[config.mk]
export PLATFORM = sky130hd
export DESIGN_NAME = booth4_seq_multiplier_flat
export DESIGN_NICKNAME = d
export VERILOG_FILES = /design/src/rtl/booth4_seq_multiplier_if.sv /design/src/rtl/booth4_seq_multiplier.sv /design/src/flat_wrapper.sv
export SDC_FILE = /design/constraint.sdc
export NUM_CORES = 1
export LEC_CHECK = 0
export ABC_AREA = 0
export CAP_MARGIN = 20
export CORE_ASPECT_RATIO = 1.1
export CORE_UTILIZATION = 29
export DETAILED_ROUTE_END_ITERATION = 8
export PLACE_DENSITY = 0.42
export REMOVE_ABC_BUFFERS = 1
export SETUP_SLACK_MARGIN = 0.5
export SLEW_MARGIN = 20
export SYNTH_ARGS = -nofsm -noshare
export SYNTH_HDL_FRONTEND = slang
export SYNTH_SLANG_ARGS = --single-unit
[constraint.sdc]
create_clock -name clk -period 6.7 [get_ports clk]
set_clock_uncertainty 0.1 [all_clocks]
set_input_delay 0.67 -clock clk [delete_from_list [all_inputs] [get_ports clk]]
set_output_delay 0.67 -clock clk [all_outputs]
set_load 0.02 [all_outputs]
[src/rtl/booth4_seq_multiplier_if.sv]
// booth4_seq_multiplier_if
// Bundles the operand handshake, abort, result handshake and busy flag of the
// iterative radix-4 Booth multiplier.
//   master : the producer/consumer side (drives operands, abort, out_ready)
//   slave  : the multiplier side (drives in_ready, out_valid, product, busy)
// Ports carried:
//   in_valid/in_ready   operand request / accept
//   a, b, signed_mode   multiplicand, multiplier, 1 = two's complement operands
//   abort               synchronous cancel
//   out_valid/out_ready result handshake
//   product             2*WIDTH-bit result
//   busy                operation in progress
interface booth4_seq_multiplier_if #(
  parameter int WIDTH = 16
) ();
  logic                 in_valid;
  logic                 in_ready;
  logic [WIDTH-1:0]     a;
  logic [WIDTH-1:0]     b;
  logic                 signed_mode;
  logic                 abort;
  logic                 out_valid;
  logic                 out_ready;
  logic [2*WIDTH-1:0]   product;
  logic                 busy;

  modport master (
    output in_valid, a, b, signed_mode, abort, out_ready,
    input  in_ready, out_valid, product, busy
  );

  modport slave (
    input  in_valid, a, b, signed_mode, abort, out_ready,
    output in_ready, out_valid, product, busy
  );
endinterface

[src/rtl/booth4_seq_multiplier.sv]
// booth4_seq_multiplier
// Iterative radix-4 Booth multiplier retiring one recoded digit per clock.
// Operands are captured on accept, extended to WIDTH+2 bits (sign or zero
// extension by signed_mode) and multiplied over N = WIDTH/2+1 BUSY cycles.
// The result is held in DONE until out_ready, and in IDLE afterwards.
// Ports:
//   clk      rising-edge clock
//   reset_n  asynchronous active-low reset
//   bus      booth4_seq_multiplier_if slave modport (handshakes, operands,
//            abort, product, busy)
module booth4_seq_multiplier #(
  parameter int WIDTH = 16
) (
  input  logic                     clk,
  input  logic                     reset_n,
  booth4_seq_multiplier_if.slave   bus
);

  localparam int N     = WIDTH / 2 + 1;
  localparam int EXT   = WIDTH + 2;
  localparam int ACC_W = 2 * WIDTH + 4;
  localparam int CNT_W = $clog2(N);
  localparam logic [CNT_W-1:0] LAST_DIGIT = CNT_W'(N - 1);

  typedef enum logic [1:0] {
    IDLE = 2'd0,
    BUSY = 2'd1,
    DONE = 2'd2
  } state_e;

  state_e                    state_q, state_d;
  logic signed [ACC_W-1:0]   mcand_q, mcand_d;
  logic signed [ACC_W-1:0]   acc_q, acc_d;
  logic signed [ACC_W-1:0]   pp;
  logic [EXT:0]              mplier_q, mplier_d;
  logic [CNT_W-1:0]          cnt_q, cnt_d;
  logic [2*WIDTH-1:0]        product_q, product_d;
  logic [EXT-1:0]            a_ext, b_ext;
  logic                      accept;

  // Abort beats accept, so an abort in IDLE never starts an operation.
  assign accept = (state_q == IDLE) && bus.in_valid && !bus.abort;

  always_comb begin
    a_ext = bus.signed_mode ? {{2{bus.a[WIDTH-1]}}, bus.a} : {2'b00, bus.a};
    b_ext = bus.signed_mode ? {{2{bus.b[WIDTH-1]}}, bus.b} : {2'b00, bus.b};
  end

  // mplier_q keeps the implicit b[-1]=0 in bit 0, so its low three bits are
  // always the current Booth triplet; mcand_q already carries the 4^i weight.
  always_comb begin
    pp = '0;
    case (mplier_q[2:0])
      3'b001, 3'b010: pp = mcand_q;
      3'b011:         pp = mcand_q <<< 1;
      3'b100:         pp = -(mcand_q <<< 1);
      3'b101, 3'b110: pp = -mcand_q;
      default:        pp = '0;
    endcase
  end

  always_comb begin
    state_d   = state_q;
    mcand_d   = mcand_q;
    mplier_d  = mplier_q;
    cnt_d     = cnt_q;
    acc_d     = acc_q;
    product_d = product_q;

    case (state_q)
      IDLE: begin
        if (accept) begin
          state_d  = BUSY;
          mcand_d  = {{(ACC_W-EXT){a_ext[EXT-1]}}, a_ext};
          mplier_d = {b_ext, 1'b0};
          cnt_d    = '0;
          acc_d    = '0;
        end
      end
      BUSY: begin
        acc_d    = acc_q + pp;
        mcand_d  = mcand_q <<< 2;
        mplier_d = {{2{mplier_q[EXT]}}, mplier_q[EXT:2]};
        cnt_d    = cnt_q + 1'b1;
        if (cnt_q == LAST_DIGIT) begin
          state_d   = DONE;
          product_d = acc_d[2*WIDTH-1:0];
        end
      end
      DONE: begin
        if (bus.out_ready) state_d = IDLE;
      end
      default: state_d = IDLE;
    endcase

    // An abort on the final digit must not publish a partial result.
    if (bus.abort) begin
      state_d   = IDLE;
      product_d = product_q;
    end
  end

  always_ff @(posedge clk or negedge reset_n) begin
    if (!reset_n) begin
      state_q   <= IDLE;
      mcand_q   <= '0;
      mplier_q  <= '0;
      cnt_q     <= '0;
      acc_q     <= '0;
      product_q <= '0;
    end else begin
      state_q   <= state_d;
      mcand_q   <= mcand_d;
      mplier_q  <= mplier_d;
      cnt_q     <= cnt_d;
      acc_q     <= acc_d;
      product_q <= product_d;
    end
  end

  assign bus.in_ready  = (state_q == IDLE);
  assign bus.out_valid = (state_q == DONE);
  assign bus.busy      = (state_q != IDLE);
  assign bus.product   = product_q;

endmodule
[src/flat_wrapper.sv]
// flat-port wrapper written by rule: the top's interface ports become plain ports
module booth4_seq_multiplier_flat 
#(
  parameter int WIDTH = 16
)
  (clk, reset_n, bus_in_valid, bus_a, bus_b, bus_signed_mode, bus_abort, bus_out_ready, bus_in_ready, bus_out_valid, bus_product, bus_busy);
  booth4_seq_multiplier_if #(.WIDTH(WIDTH)) bus_i ();
  input  logic clk;
  input  logic reset_n;
  input wire logic [$bits(bus_i.in_valid)-1:0] bus_in_valid;
  input wire logic [$bits(bus_i.a)-1:0] bus_a;
  input wire logic [$bits(bus_i.b)-1:0] bus_b;
  input wire logic [$bits(bus_i.signed_mode)-1:0] bus_signed_mode;
  input wire logic [$bits(bus_i.abort)-1:0] bus_abort;
  input wire logic [$bits(bus_i.out_ready)-1:0] bus_out_ready;
  output wire logic [$bits(bus_i.in_ready)-1:0] bus_in_ready;
  output wire logic [$bits(bus_i.out_valid)-1:0] bus_out_valid;
  output wire logic [$bits(bus_i.product)-1:0] bus_product;
  output wire logic [$bits(bus_i.busy)-1:0] bus_busy;
  assign bus_i.in_valid = bus_in_valid;
  assign bus_i.a = bus_a;
  assign bus_i.b = bus_b;
  assign bus_i.signed_mode = bus_signed_mode;
  assign bus_i.abort = bus_abort;
  assign bus_i.out_ready = bus_out_ready;
  assign bus_in_ready = bus_i.in_ready;
  assign bus_out_valid = bus_i.out_valid;
  assign bus_product = bus_i.product;
  assign bus_busy = bus_i.busy;
  booth4_seq_multiplier #(.WIDTH(WIDTH)) u_core (.clk(clk), .reset_n(reset_n), .bus(bus_i));
endmodule
==> results of run 1 <==
## state kept, by name, indices dropped and copies added (netlist names)
register,count
u_core.acc_q,32
u_core.bus.product,32
u_core.cnt_q,4
u_core.mcand_q,32
u_core.mplier_q,19
u_core.state_q,2
## routing by layer
metal / vias up / track usage (%)
li1: 3744 / -
met5: - / 0
met2: 141 / 28.5
met4: 0 / 5.81
met1: 3628 / 26.4
met3: 25 / 3.09
## worst max-delay path by stage
stage,start,to,depth (start not counted)
floorplan,u_core.mplier_q[0]$_DFFE_PN0P_,u_core.acc_q[31]$_DFFE_PN0P_,16
global placement,u_core.mcand_q[0]$_DFFE_PN0P_,u_core.acc_q[31]$_DFFE_PN0P_,21
detailed placement,u_core.mcand_q[0]$_DFFE_PN0P_,u_core.acc_q[31]$_DFFE_PN0P_,21
CTS,u_core.mcand_q[0]$_DFFE_PN0P_,u_core.acc_q[31]$_DFFE_PN0P_,21
global route,u_core.mcand_q[1]$_DFFE_PN0P_,u_core.acc_q[31]$_DFFE_PN0P_,21
finish,u_core.mcand_q[1]$_DFFE_PN0P_,u_core.acc_q[31]$_DFFE_PN0P_,21
## critical path, cell delays in order (launching register included)
cell and delay, ns:
sky130_fd_sc_hd__dfrtp_1 0.45, sky130_fd_sc_hd__inv_1 0.10, sky130_fd_sc_hd__ha_1 0.21, sky130_fd_sc_hd__nor4b_1 0.56
sky130_fd_sc_hd__and2_1 0.28, sky130_fd_sc_hd__nand3b_2 0.16, sky130_fd_sc_hd__or3_1 0.39, sky130_fd_sc_hd__or3_1 0.35
sky130_fd_sc_hd__nand2_1 0.10, sky130_fd_sc_hd__xnor2_1 0.08, sky130_fd_sc_hd__a221oi_1 0.31, sky130_fd_sc_hd__a31oi_1 0.08
sky130_fd_sc_hd__ha_1 0.35, sky130_fd_sc_hd__a21o_1 0.19, sky130_fd_sc_hd__a21oi_1 0.14, sky130_fd_sc_hd__nor2b_1 0.07
sky130_fd_sc_hd__o41ai_1 0.38, sky130_fd_sc_hd__o2111ai_1 0.24, sky130_fd_sc_hd__a31oi_1 0.34, sky130_fd_sc_hd__xnor2_1 0.18
sky130_fd_sc_hd__o21ai_0 0.10, sky130_fd_sc_hd__a22o_1 0.20
## per-stage QoR
stage | total power, mW | utilization (%) | instances | worst slack, ns
6_report | 5.99 | 35.4 | 1428 | 1.21
5_1_grt | 6.56 | 35.4 | 1428 | 0.695
4_1_cts | 6.05 | 35.4 | 1428 | 1.21
3_5_place_dp | 5.05 | 33.3 | 1396 | 1.23
3_3_place_gp | 5.07 | 33.3 | 1396 | 1.34
2_1_floorplan | 3.94 | - | 943 | 1.30
## cell families (layout without fill, tap and decap cells)
kind of cell | count (synthesis) | after routing | share of synthesized area, %
AND/OR/NAND/NOR | 391 | 391 | 21.3
XOR/XNOR | 65 | 65 | 6.82
flip-flops | 121 | 121 | 36.2
adder cells (fa/ha/maj) | 35 | 35 | 5.33
buffers and inverters | 105 | 144 | 5.18
multiplexers | 20 | 20 | 2.58
AO/OA/AOI/OAI | 289 | 289 | 22.5
## final cells by class
| cell class | count | area [µm²] |
|---|---|---|
| clock buffers | 18 | 429 |
| well taps | 363 | 454 |
| flip-flops and latches | 121 | 3030 |
| inverters | 22 | 82.6 |
| multi-input cells | 800 | 4910 |
| repair buffers | 90 | 857 |
| clock inverters | 14 | 173 |
| fillers | 2980 | 18100 |
## power breakdown
group	total [mW]	switching [mW]	internal, mW
registers	1.39	0.369	1.02
logic	3.65	2.15	1.49
clock network	0.958	0.372	0.586
total	5.99	2.89	3.10
## placed cells by master, fill, tap and decap left out, drive strengths merged, types with 7 or more instances in the layout
cell type | netlist | routed
nand2 | 133 | 133
dfrtp | 121 | 121
nor2 | 109 | 109
o21ai | 85 | 85
clkdlybuf4s50 | 2 | 71
nand3 | 63 | 63
a21oi | 49 | 49
xnor2 | 44 | 44
o22ai | 40 | 40
ha | 34 | 34
inv | 21 | 23
xor2 | 21 | 21
buf | 12 | 19
nor3 | 18 | 18
clkbuf | 68 | 18
a31oi | 16 | 16
mux2 | 12 | 12
a22oi | 11 | 11
a21o | 10 | 10
a22o | 10 | 10
or3 | 9 | 9
o31ai | 9 | 9
a221oi | 9 | 9
mux2i | 8 | 8
clkinv | 1 | 8
nor4 | 7 | 7
==> impl_metrics.ini, run 1 <==
[sta]
final_hold_viol_count = 0
grt_setup_unrepaired = no
maxClockFrequency_mhz = 182
tightest_slew_ns = 0.888
fin_setup_tns_ns = 0
fin_crit_sh_pct = 82.0
period_needed_ns = 5.49
slew_headroom_pct = 40.6
hold_ws_ns = 0.132
final-max-slew-violation-count = 0
final-setup-viol-count = 0

[floorplan]
floorplan.initialDensity_pct = 29.8
number_of_top_level_pins = 73
die_height_um = 180
num_rows = 64
dieWidth_um = 164
design.die.area_mm2 = 0.0295
area_of_the_core_mm2 = 0.0280

[yosys]
number_of_enable_type_register_cells_in_the_synthesized_netlist = 0
yosys.cell_count.top_type = sky130_fd_sc_hd__nand2_1
largest_area_contributor_in_the_synthesized_netlist = sky130_fd_sc_hd__dfrtp_1
ys_dominant_reg_cell = sky130_fd_sc_hd__dfrtp_1
synth_top_area_share_pct = 36.2
number_of_storage_elements_in_the_synthesis_netlist = 121
synth.lib_cells_used.distinct = 76
synth_top_cells_by_area = sky130_fd_sc_hd__dfrtp_1, sky130_fd_sc_hd__nand2_1, sky130_fd_sc_hd__ha_1
synth_cells = 1026
synth-seq-area-share_pct = 36.2
commonest_cells_in_the_synthesized_netlist = sky130_fd_sc_hd__nand2_1, sky130_fd_sc_hd__dfrtp_1, sky130_fd_sc_hd__nor2_1
ys_async_sr_fraction_pct = 100
synth_area_per_cell_um2 = 8.14
synth-warning-count = 0
syn_area_mm2 = 0.00835

[critical_path]
critical_path.max_fanout = 6
cp_data_required_time_ns = 6.92
critical_path.endpoint_type = flop
regToRegSetupSlack_ns = 1.21
timing.reg2reg.worst_path_depth = 21
worstReg2RegStart = u_core.mcand_q[1]$_DFFE_PN0P_
r2r_end = u_core.acc_q[31]$_DFFE_PN0P_
worstPathArrival_ns = 5.71
start_kind = flop
setup.worst_path.class = flop to flop

[clock_tree]
post_cts_resize_count = 0
tritoncts = built
clock_tree.htree_level_count = 4
cts-root-buf = sky130_fd_sc_hd__clkbuf_16
clock_path_buffers = 2
cts_inserted_buffers = 17
post-cts-setup-buffer-count = 0
cts_sinks = 121
worstSkewPairLatency_ns = 0.44
clkSlewWorstSetupHoldPaths_ns = 0.06
cts.hold.buffers_added = 0

[global_routing]
grt_overflow = 0
grt_start_max_net_pins = 69
first_pass_grt_wire_length_mm = 42.7
first_global_vias = 7533
globalRouteTotalUtil_pct = 18.6
antenna_found_initial = 0

[cells_and_area]
fin_area_mm2 = 0.00993
finalNetCount = 1125
final_layout_size_suffix_gt1_share_pct = 7.61
n_antenna_cell = 0
area_growth_pct = 18.9

[placed_design]
dpl.hpwl_mm = 17.5
placed_area_mm2 = 0.00933
io_buffers = 72
gp_routability_congestion = 0.853

[hold_path]
hold_path.class = input port to asynchronous set/reset pin

[status]
result_of_the_run = finished clean

[detailed_routing]
final_antenna_net_count = 0
routed_wirelength_mm = 25.8
met3_wirelength_um = 798
detailroute.wirelength.met2_mm = 11.8
first_iter_violations = 433
detailroute.via_count = 7538
routed_via_count_divided_by_cell_count = 5.28
drt-wirelength-per-cell_um = 18.1
met1Wirelength_mm = 12.8
remaining_drc_errors = 0
first_pass_iteration_count_of_the_detailed_router = 5
dr.max_layer_used = met4

[power]
irDropWorstVdd_uv = 210
power_density_mw_per_mm2 = 603
static-leakage-power_nw = 4.19

[job]
timing.max_cap.violations = 0
No activity file was read; power rests on OpenSTA's default activity.
==> run 2: changes to the inputs <==
==> constraint.sdc (replaced) <==
create_clock -name clk -period 5.7 [get_ports clk]
set_clock_uncertainty 0.1 [all_clocks]
set_input_delay 0.57 -clock clk [delete_from_list [all_inputs] [get_ports clk]]
set_output_delay 0.57 -clock clk [all_outputs]
set_load 0.02 [all_outputs]
==> impl_metrics.ini, run 2 (same netlist as run 1, synthesis figures left out) <==
[critical_path]
setup.worst_path.class = flop to flop
critical_path.endpoint_type = flop
start_kind = flop
cp_data_required_time_ns = 5.92
regToRegSetupSlack_ns = 0.76
critical_path.max_fanout = 6
worstPathArrival_ns = 5.15

[detailed_routing]
final_antenna_net_count = 0
detailroute.via_count = 7578
routed_wirelength_mm = 26.5
remaining_drc_errors = 0
drt-wirelength-per-cell_um = 18.4
first_iter_violations = 364
routed_via_count_divided_by_cell_count = 5.26
first_pass_iteration_count_of_the_detailed_router = 6

[global_routing]
first_global_vias = 7641
first_pass_grt_wire_length_mm = 43.4
grt_overflow = 0
globalRouteTotalUtil_pct = 18.9
antenna_found_initial = 0
grt_start_max_net_pins = 81

[clock_tree]
cts-root-buf = sky130_fd_sc_hd__clkbuf_16
clkSlewWorstSetupHoldPaths_ns = 0.06
clock_tree.htree_level_count = 4
tritoncts = built
cts.hold.buffers_added = 0
cts_inserted_buffers = 17
clock_path_buffers = 2
cts_sinks = 121
worstSkewPairLatency_ns = 0.44

[job]
timing.max_cap.violations = 0

[placed_design]
dpl.hpwl_mm = 17.8
gp_routability_congestion = 0.832
io_buffers = 72
placed_area_mm2 = 0.00939
pre_cts_slack_ns = 0.407

[sta]
slew_headroom_pct = 40.2
smallest_setup_slack_after_layout_ns = 0.764
fin_setup_tns_ns = 0
final_hold_viol_count = 0
maxClockFrequency_mhz = 203
grt_setup_unrepaired = yes
fin_crit_sh_pct = 86.6
hold_ws_ns = 0.0902
tightest_slew_ns = 0.894
period_needed_ns = 4.94
final-setup-viol-count = 0
final-max-slew-violation-count = 0

[cells_and_area]
fin_area_mm2 = 0.0102
area_growth_pct = 21.8
final_layout_size_suffix_gt1_share_pct = 10.2
final.fill_count = 2972
commonest_cells_after_routing_fill_and_taps_aside = sky130_fd_sc_hd__nand2_1, sky130_fd_sc_hd__dfrtp_1, sky130_fd_sc_hd__nor2_1
n_antenna_cell = 0
finalNetCount = 1137
mostFrequentLayoutCell = sky130_fd_sc_hd__nand2_1

[hold_path]
hold_path.class = input port to asynchronous set/reset pin

[floorplan]
design.die.area_mm2 = 0.0295
die_height_um = 180
area_of_the_core_mm2 = 0.0280
num_rows = 64
number_of_top_level_pins = 73
dieWidth_um = 164
floorplan.initialDensity_pct = 29.8

[power]
irDropWorstVdd_uv = 248
power_density_mw_per_mm2 = 716
static-leakage-power_nw = 4.31

[status]
result_of_the_run = finished clean
[run 2: per-stage QoR]
step | utilization [%] | total power [mW] | instances
final | 36.3 | 7.29 | 1440
after detailed placement | 33.5 | 5.96 | 1404
after global placement | 33.5 | 5.98 | 1404
after CTS | 35.8 | 7.22 | 1436
after floorplan | - | 4.63 | 943
after global routing | 36.3 | 7.97 | 1440
[run 2: path summary, 6_finish.rpt]
| check | start | endpoint | depth (start not counted) |
|---|---|---|---|
| max | u_core.mcand_q[1]$_DFFE_PN0P_ | u_core.acc_q[31]$_DFFE_PN0P_ | 22 |
| min | reset_n | u_core.mplier_q[10]$_DFFE_PN0P_ | 1 |
| max reg2reg | u_core.mcand_q[1]$_DFFE_PN0P_ | u_core.acc_q[31]$_DFFE_PN0P_ | 22 |
| min reg2reg | u_core.bus.product[1]$_DFFE_PN0P_ | u_core.bus.product[1]$_DFFE_PN0P_ | 2 |
| max in group asynchronous | reset_n | u_core.acc_q[25]$_DFFE_PN0P_ | 2 |
| min in group clk | u_core.bus.product[1]$_DFFE_PN0P_ | u_core.bus.product[1]$_DFFE_PN0P_ | 2 |
[run 2: layout make-up]
type	count	area, µm²	share of cell area [%]
clock inverters	14	195	1.92
clock buffers	18	439	4.32
well taps	363	454	4.46
repair buffers	102	947	9.31
flip-flops and latches	121	3030	29.8
inverters	22	82.6	0.812
multi-input cells	800	5020	49.4
[run 2: worst max-delay path, stage by stage, from the launching register on]
cell and delay [ns]:
sky130_fd_sc_hd__dfrtp_2 0.44, sky130_fd_sc_hd__inv_1 0.09, sky130_fd_sc_hd__ha_2 0.21, sky130_fd_sc_hd__nor4b_4 0.21
sky130_fd_sc_hd__buf_4 0.17, sky130_fd_sc_hd__and2_2 0.19, sky130_fd_sc_hd__nand3b_4 0.11, sky130_fd_sc_hd__or3_4 0.36
sky130_fd_sc_hd__or3_1 0.35, sky130_fd_sc_hd__nand2_1 0.10, sky130_fd_sc_hd__xnor2_1 0.09, sky130_fd_sc_hd__a221oi_2 0.25
sky130_fd_sc_hd__a31oi_1 0.07, sky130_fd_sc_hd__ha_1 0.36, sky130_fd_sc_hd__a21o_1 0.19, sky130_fd_sc_hd__a21oi_1 0.16
sky130_fd_sc_hd__nor2b_1 0.09, sky130_fd_sc_hd__o41ai_2 0.40, sky130_fd_sc_hd__o2111ai_1 0.20, sky130_fd_sc_hd__a31oi_2 0.24
sky130_fd_sc_hd__xnor2_2 0.16, sky130_fd_sc_hd__o21ai_0 0.09, sky130_fd_sc_hd__a22o_1 0.20
[run 2: what timing repair did]
item | 4_1_cts | 5_1_grt
endpoints found under the setup margin | 3 | 20
setup buffers | 0 | 4
gates resized for setup | 2 | 20
pin swaps | 0 | 5
endpoints found under the hold margin | 0 | 0
[run 2: metal layers]
layer	GRT usage (%)	part of all wire [%]
met1	26.6	49
met2	29.4	46
met3	3.16	3.2
met4	5.41	1.3
met5	0	0
[run 2: power by group]
group / switching, mW / leakage [nW] / internal, mW / total (mW)
clock network: 0.447 / 0.299 / 0.746 / 1.19
registers: 0.419 / 1.53 / 1.20 / 1.62
logic: 2.61 / 2.48 / 1.88 / 4.48
total: 3.47 / 4.31 / 3.82 / 7.29
